<file path="config.mk">
export PLATFORM = sky130hd
export DESIGN_NAME = median_9_serial_sorter
export DESIGN_NICKNAME = d
export VERILOG_FILES = /design/src/rtl/median_pkg.sv /design/src/rtl/median_cmp_swap.sv /design/src/rtl/median_9_serial_sorter.sv
export SDC_FILE = /design/constraint.sdc
export NUM_CORES = 1
export LEC_CHECK = 0
export BUFFER_PORTS_ARGS = -buffer_cell sky130_fd_sc_hd__buf_2
export CORE_MARGIN = 2
export CORE_UTILIZATION = 40
export CTS_CLUSTER_SIZE = 20
export DETAILED_ROUTE_END_ITERATION = 12
export GPL_ROUTABILITY_DRIVEN = 0
export PLACE_DENSITY = 0.56
export SLEW_MARGIN = 20
export SYNTH_ARGS = -nofsm -noshare
export SYNTH_HDL_FRONTEND = slang
export SYNTH_SLANG_ARGS = --single-unit
</file>
<file path="constraint.sdc">
create_clock -name i_clk -period 9.3 [get_ports i_clk]
set_input_delay 1.86 -clock i_clk [delete_from_list [all_inputs] [get_ports i_clk]]
set_output_delay 1.86 -clock i_clk [all_outputs]
set_load 0.05 [all_outputs]
</file>
<file path="src/rtl/median_pkg.sv">
// Shared definitions for the serial 9-sample median sorter.
// Holds the controller state encoding and the window/sort geometry
// used by median_9_serial_sorter and its compare-swap stage.
package median_pkg;

  localparam int MEDIAN_N    = 9;  // samples held in the window
  localparam int MEDIAN_MID  = 4;  // index of the median once sorted
  localparam int SORT_PHASES = 9;  // odd-even transposition passes
  localparam int SORT_PAIRS  = 4;  // compare-swap units per pass

  typedef enum logic [1:0] {
    ST_LOAD = 2'd0,
    ST_SORT = 2'd1,
    ST_DONE = 2'd2
  } state_t;

endpackage

</file>
<file path="src/rtl/median_cmp_swap.sv">
// Single ascending compare-swap element.
// Ports:
//   a, b   : two unsigned DATA_W operands
//   lo, hi : the smaller / larger of the two (equal values pass
//            through unswapped, so lo=a and hi=b on a tie)
module median_cmp_swap #(
  parameter int DATA_W = 8
) (
  input  logic [DATA_W-1:0] a,
  input  logic [DATA_W-1:0] b,
  output logic [DATA_W-1:0] lo,
  output logic [DATA_W-1:0] hi
);

  logic swap;

  // Strict less-than keeps ties in place.
  assign swap = (b < a);
  assign lo   = swap ? b : a;
  assign hi   = swap ? a : b;

endmodule

</file>
<file path="src/rtl/median_9_serial_sorter.sv">
// Serial median-of-9 filter core.
// Collects up to nine samples in a shift buffer (newest at index 0),
// then on a start pulse sorts them in place with nine passes of
// odd-even transposition and publishes the middle element.
// Ports:
//   i_clk, i_rst     : clock, asynchronous active-high reset
//   i_pix_valid      : i_pixel holds a sample this cycle
//   i_pixel          : unsigned DATA_W sample
//   i_enable         : single-cycle start request
//   o_median         : last computed median, held until the next one
//   o_median_valid   : one-cycle pulse when o_median updates
//   o_busy           : high while sorting or publishing
//   o_drop           : one-cycle pulse per discarded sample
//   o_underrun       : one-cycle pulse when a start arrives short of samples
module median_9_serial_sorter
  import median_pkg::*;
#(
  parameter int DATA_W = 8
) (
  input  logic              i_clk,
  input  logic              i_rst,
  input  logic              i_pix_valid,
  input  logic [DATA_W-1:0] i_pixel,
  input  logic              i_enable,
  output logic [DATA_W-1:0] o_median,
  output logic              o_median_valid,
  output logic              o_busy,
  output logic              o_drop,
  output logic              o_underrun
);

  localparam logic [3:0] CNT_FULL   = 4'(MEDIAN_N);
  localparam logic [3:0] PHASE_LAST = 4'(SORT_PHASES - 1);

  state_t            state;
  state_t            state_next;
  logic [DATA_W-1:0] buffer [MEDIAN_N];
  logic [3:0]        count;
  logic [3:0]        phase;
  logic              odd_phase;
  logic              capture;
  logic              drop_next;
  logic              underrun_next;

  logic [DATA_W-1:0] cmp_a  [SORT_PAIRS];
  logic [DATA_W-1:0] cmp_b  [SORT_PAIRS];
  logic [DATA_W-1:0] cmp_lo [SORT_PAIRS];
  logic [DATA_W-1:0] cmp_hi [SORT_PAIRS];

  assign odd_phase = phase[0];
  assign o_busy    = (state != ST_LOAD);

  // Even passes pair (0,1)..(6,7); odd passes shift the pairing by one
  // to (1,2)..(7,8). The same four units serve both passes.
  for (genvar j = 0; j < SORT_PAIRS; j++) begin : g_cmp
    assign cmp_a[j] = odd_phase ? buffer[2*j+1] : buffer[2*j];
    assign cmp_b[j] = odd_phase ? buffer[2*j+2] : buffer[2*j+1];

    median_cmp_swap #(
      .DATA_W (DATA_W)
    ) u_cmp_swap (
      .a  (cmp_a[j]),
      .b  (cmp_b[j]),
      .lo (cmp_lo[j]),
      .hi (cmp_hi[j])
    );
  end

  // State register.
  always_ff @(posedge i_clk or posedge i_rst) begin
    if (i_rst) begin
      state <= ST_LOAD;
    end else begin
      state <= state_next;
    end
  end

  // Next state plus the per-cycle sample/start decisions. A start with a
  // full window consumes the cycle, so a sample arriving with it is dropped;
  // a premature start is reported but does not block sample capture.
  always_comb begin
    state_next    = state;
    capture       = 1'b0;
    drop_next     = 1'b0;
    underrun_next = 1'b0;
    case (state)
      ST_LOAD: begin
        if (i_enable && (count == CNT_FULL)) begin
          state_next = ST_SORT;
          drop_next  = i_pix_valid;
        end else begin
          capture       = i_pix_valid;
          underrun_next = i_enable;
        end
      end
      ST_SORT: begin
        drop_next = i_pix_valid;
        if (phase == PHASE_LAST) begin
          state_next = ST_DONE;
        end
      end
      ST_DONE: begin
        drop_next  = i_pix_valid;
        state_next = ST_LOAD;
      end
      default: begin
        state_next = ST_LOAD;
      end
    endcase
  end

  // Datapath: sample window, sort passes, result and status pulses.
  // The window count saturates at nine; older samples simply fall off the
  // end of the shift buffer.
  always_ff @(posedge i_clk or posedge i_rst) begin
    if (i_rst) begin
      for (int i = 0; i < MEDIAN_N; i++) begin
        buffer[i] <= '0;
      end
      count          <= '0;
      phase          <= '0;
      o_median       <= '0;
      o_median_valid <= 1'b0;
      o_drop         <= 1'b0;
      o_underrun     <= 1'b0;
    end else begin
      o_drop         <= drop_next;
      o_underrun     <= underrun_next;
      o_median_valid <= 1'b0;
      case (state)
        ST_LOAD: begin
          phase <= '0;
          if (capture) begin
            for (int i = MEDIAN_N - 1; i > 0; i--) begin
              buffer[i] <= buffer[i-1];
            end
            buffer[0] <= i_pixel;
            if (count != CNT_FULL) begin
              count <= count + 4'd1;
            end
          end
        end
        ST_SORT: begin
          for (int j = 0; j < SORT_PAIRS; j++) begin
            if (odd_phase) begin
              buffer[2*j+1] <= cmp_lo[j];
              buffer[2*j+2] <= cmp_hi[j];
            end else begin
              buffer[2*j]   <= cmp_lo[j];
              buffer[2*j+1] <= cmp_hi[j];
            end
          end
          phase <= phase + 4'd1;
        end
        ST_DONE: begin
          o_median       <= buffer[MEDIAN_MID];
          o_median_valid <= 1'b1;
          count          <= '0;
          phase          <= '0;
        end
        default: begin
          phase <= '0;
        end
      endcase
    end
  end

endmodule

</file>
==> impl_metrics.csv <==
group,metric,value,unit
logic_synthesis,synth_top_area_frac,0.3255,
sta,rsz0062_at_grt,"no",
critical_path,cp_num_buf_inv,1,
power_and_ir_drop,finalPower,3.103,mW
place,place_ws,5.284,ns
grt,grt_max_degree,60,
clocking,htreeDepth,3,
detailed_routing,vias,6342,
grt,antenna_found_initial,0,
sta,relSlewSlack,0.3328,
grt,grt_overflow,0,
sta,worst_slew_pin_slew,0.9971,ns
floorplan,io_pins,24,
final_layout,antenna_cells,0,
logic_synthesis,synth_fp_nets,934,
critical_path,cp_slowest_stage_delay,0.77,ns
floorplan,die_h,137.7,um
critical_path,regToRegSetupSlack,5.31,ns
critical_path,path_max_fanout,38,
logic_synthesis,synth.avg_cell_area,8.071,um2
sta,min_period,3.989,ns
floorplan,initial_core_util,0.4106,
logic_synthesis,synth.distinct_cells,63,
final_layout,stdcell_area,0.007697,mm2
place,dp.cells,1084,
detailed_routing,ant_nets,0,
grt,grt_pass1_vias,6137,
min_path,hp-class,"reg -> reg",
logic_synthesis,yosysMostFrequentCell,"nand2_1",
place,hpwl,12920,um
sta,fmax,0.2507,GHz
clocking,cts_tree,"yes",
run_status,outcome,"completed",
detailed_routing,dr.pass1.iters,6,
logic_synthesis,synth_cells,886,
final_layout,fin_nets,918,
sta,finClkSkew,0.01024,ns
grt,grtUsageTotal,0.2265,
logic_synthesis,ys_seq_area_frac,0.3255,
critical_path,worstPathArrival,4.21,ns
place,postPlaceCellArea,0.007372,mm2
clocking,cts_buffers,9,
logic_synthesis,synth_edf_count,0,
power_and_ir_drop,p_per_area,403.2,mW/mm2
power_and_ir_drop,ir_drop,0.3810,mV
critical_path,crit_path_start_kind,"register",
sta,setup_tns,0,ns
logic_synthesis,yosys.area.top_type,"dfrtp_1",
critical_path,crit_slowest_cell,"inv_1",
logic_synthesis,ys_dominant_reg_cell,"dfrtp_1",
critical_path,cp_common_cell,"a21o_1",
sta,fin_ws,5.311,ns
detailed_routing,finalWirelength,20200,um
clocking,cts.sinks,93,
sta,hold_violations,0,
critical_path,cp_cell_sequence,"inv_1, nand2_1, a21boi_0, ha_1, a21o_1, a21o_1, nor3_4, mux2_2, a222oi_1, o21ai_0",
clocking,cts_hold_buf,0,
sta,slew_viol_final,0,
place,io_buffer_count,23,
floorplan,rows,48,
final_layout,area_delta_synth_final,7.647,%
power_and_ir_drop,total_leakage_power,3.279,nW
floorplan,coreArea,0.01742,mm2
logic_synthesis,synthTopCellsByArea,"dfrtp_1 33%, mux2i_1 6.4%, ha_1 6.3%",
floorplan,die-area,0.01896,mm2
sta,min_period_over_period,0.4290,
grt,grt_pass1_wl,33250,um
critical_path,path_delay_family,"compound AO/OA/AOI/OAI gates",
clocking,cts_resized,0,
logic_synthesis,synth_warnings,0,
critical_path,crit_type,"reg -> reg",
floorplan,chipWidth,137.7,um
clocking,cts_root_buffer,"clkbuf_16",
detailed_routing,drc_errors,0,
sta,setup_violations,0,
final_layout,nFillCells,1759,
flow_run,max_cap_violations,0,
critical_path,cp_data_required_time,9.52,ns
logic_synthesis,synth-seq-cells,93,
detailed_routing,wl_per_cell,18.36,um
clocking,cts_buffer_depth,2,
logic_synthesis,netlist_area,0.007151,mm2
clocking,clock_latency,0.36,ns
logic_synthesis,synth-async-reset-ratio,1.000,
critical_path,worstSetupEndpointType,"register",
clocking,path_clk_slew,0.07,ns
final_layout,stdcell_count,1100,
logic_synthesis,synth_top_cells_by_count,"111 x nand2_1, 93 x dfrtp_1, 88 x a21oi_1, 83 x o21ai_0, 64 x nor2_1",
clocking,postCtsSetupBuffers,0,
detailed_routing,drtIter0Drc,508,
final_layout,drive_above_1_share,0.1200,
detailed_routing,vias_per_cell,5.765,
-- worst paths after layout --
| kind | start | end | cells past startpoint |
|---|---|---|---|
| worst min register to register | o_median[7] | o_median[7] | 1 |
| min in group asynchronous | i_rst | count[0] | 2 |
| worst max register to register | phase[0] | buffer[54] | 10 |
| max in group asynchronous | i_rst | phase[0] | 3 |
| worst max-delay path | phase[0] | buffer[54] | 10 |
| worst min-delay path | o_median[7] | o_median[7] | 1 |
-- registers in the layout (all words and copies together), names as in the netlist --
name / count
buffer: 72
count: 4
o_drop: 1
o_median: 8
o_median_valid: 1
o_underrun: 1
phase: 4
state: 2
-- report_power, final --
group | switching [mW] | internal, mW | total, mW
combinational | 1.10 | 0.750 | 1.85
clock | 0.175 | 0.237 | 0.412
sequential | 0.248 | 0.590 | 0.838
total | 1.53 | 1.58 | 3.10
-- through the flow --
stage / utilization / hold WS, ns
2_1_floorplan: - / 0.4749
3_3_place_gp: 0.4233 / 0.4864
3_5_place_dp: 0.4233 / 0.4907
4_1_cts: 0.4417 / 0.5077
5_1_grt: 0.4420 / 0.5383
6_report: 0.4420 / 0.5007
-- logic make-up after synthesis --
logic type               count (synthesis)  share of synthesized area
multiplexers                            73                     0.1069
AO/OA/AOI/OAI                          293                     0.2542
AND/OR/NAND/NOR                        279                     0.1790
XOR/XNOR                                 3                   0.003675
buffers and inverters                  109                    0.06771
adder cells (fa/ha/maj)                 36                    0.06299
flip-flops                              93                     0.3255
-- layout make-up --
class                      instances  area, um2  share of cell area
multi-input combinational        684       4368              0.5675
clock inverter                     7      96.34             0.01252
inverter                          44      167.7             0.02178
clock buffer                       9      225.2             0.02926
tap                              225      281.5             0.03657
timing repair buffer              38      227.7             0.02958
sequential                        93       2331              0.3028
-- layout by cell type (no fill, tap or decap), types with 3 or more instances in the layout --
cell type	count
dfrtp_1	92
a221oi_1	4
nand2_1	111
a31oi_1	6
ha_1	35
a21boi_0	20
a2bb2oi_1	10
or2_2	6
inv_1	42
a21oi_2	4
nor3_1	13
clkbuf_16	9
a21oi_1	87
o21a_1	3
nand3_1	48
nor2_1	64
o21ai_0	83
buf_2	23
o211ai_1	17
a211o_1	4
buf_4	15
a32o_1	5
nor3b_1	3
and3_1	10
and2_1	5
o21ai_1	3
a21o_1	7
mux2_2	27
o22ai_1	17
mux2i_1	46
a222oi_1	3
o2111ai_1	5
-- routing by layer --
layer	vias up	track usage	share of wire	wire length [um]
met1	3033	0.3113	0.48	9611
met2	144	0.3599	0.46	9238
met5	-	0	0	0
met4	0	0.05215	0.016	314
met3	20	0.05556	0.051	1031
li1	3145	-	-	-
(Power assumes the default switching activity.)
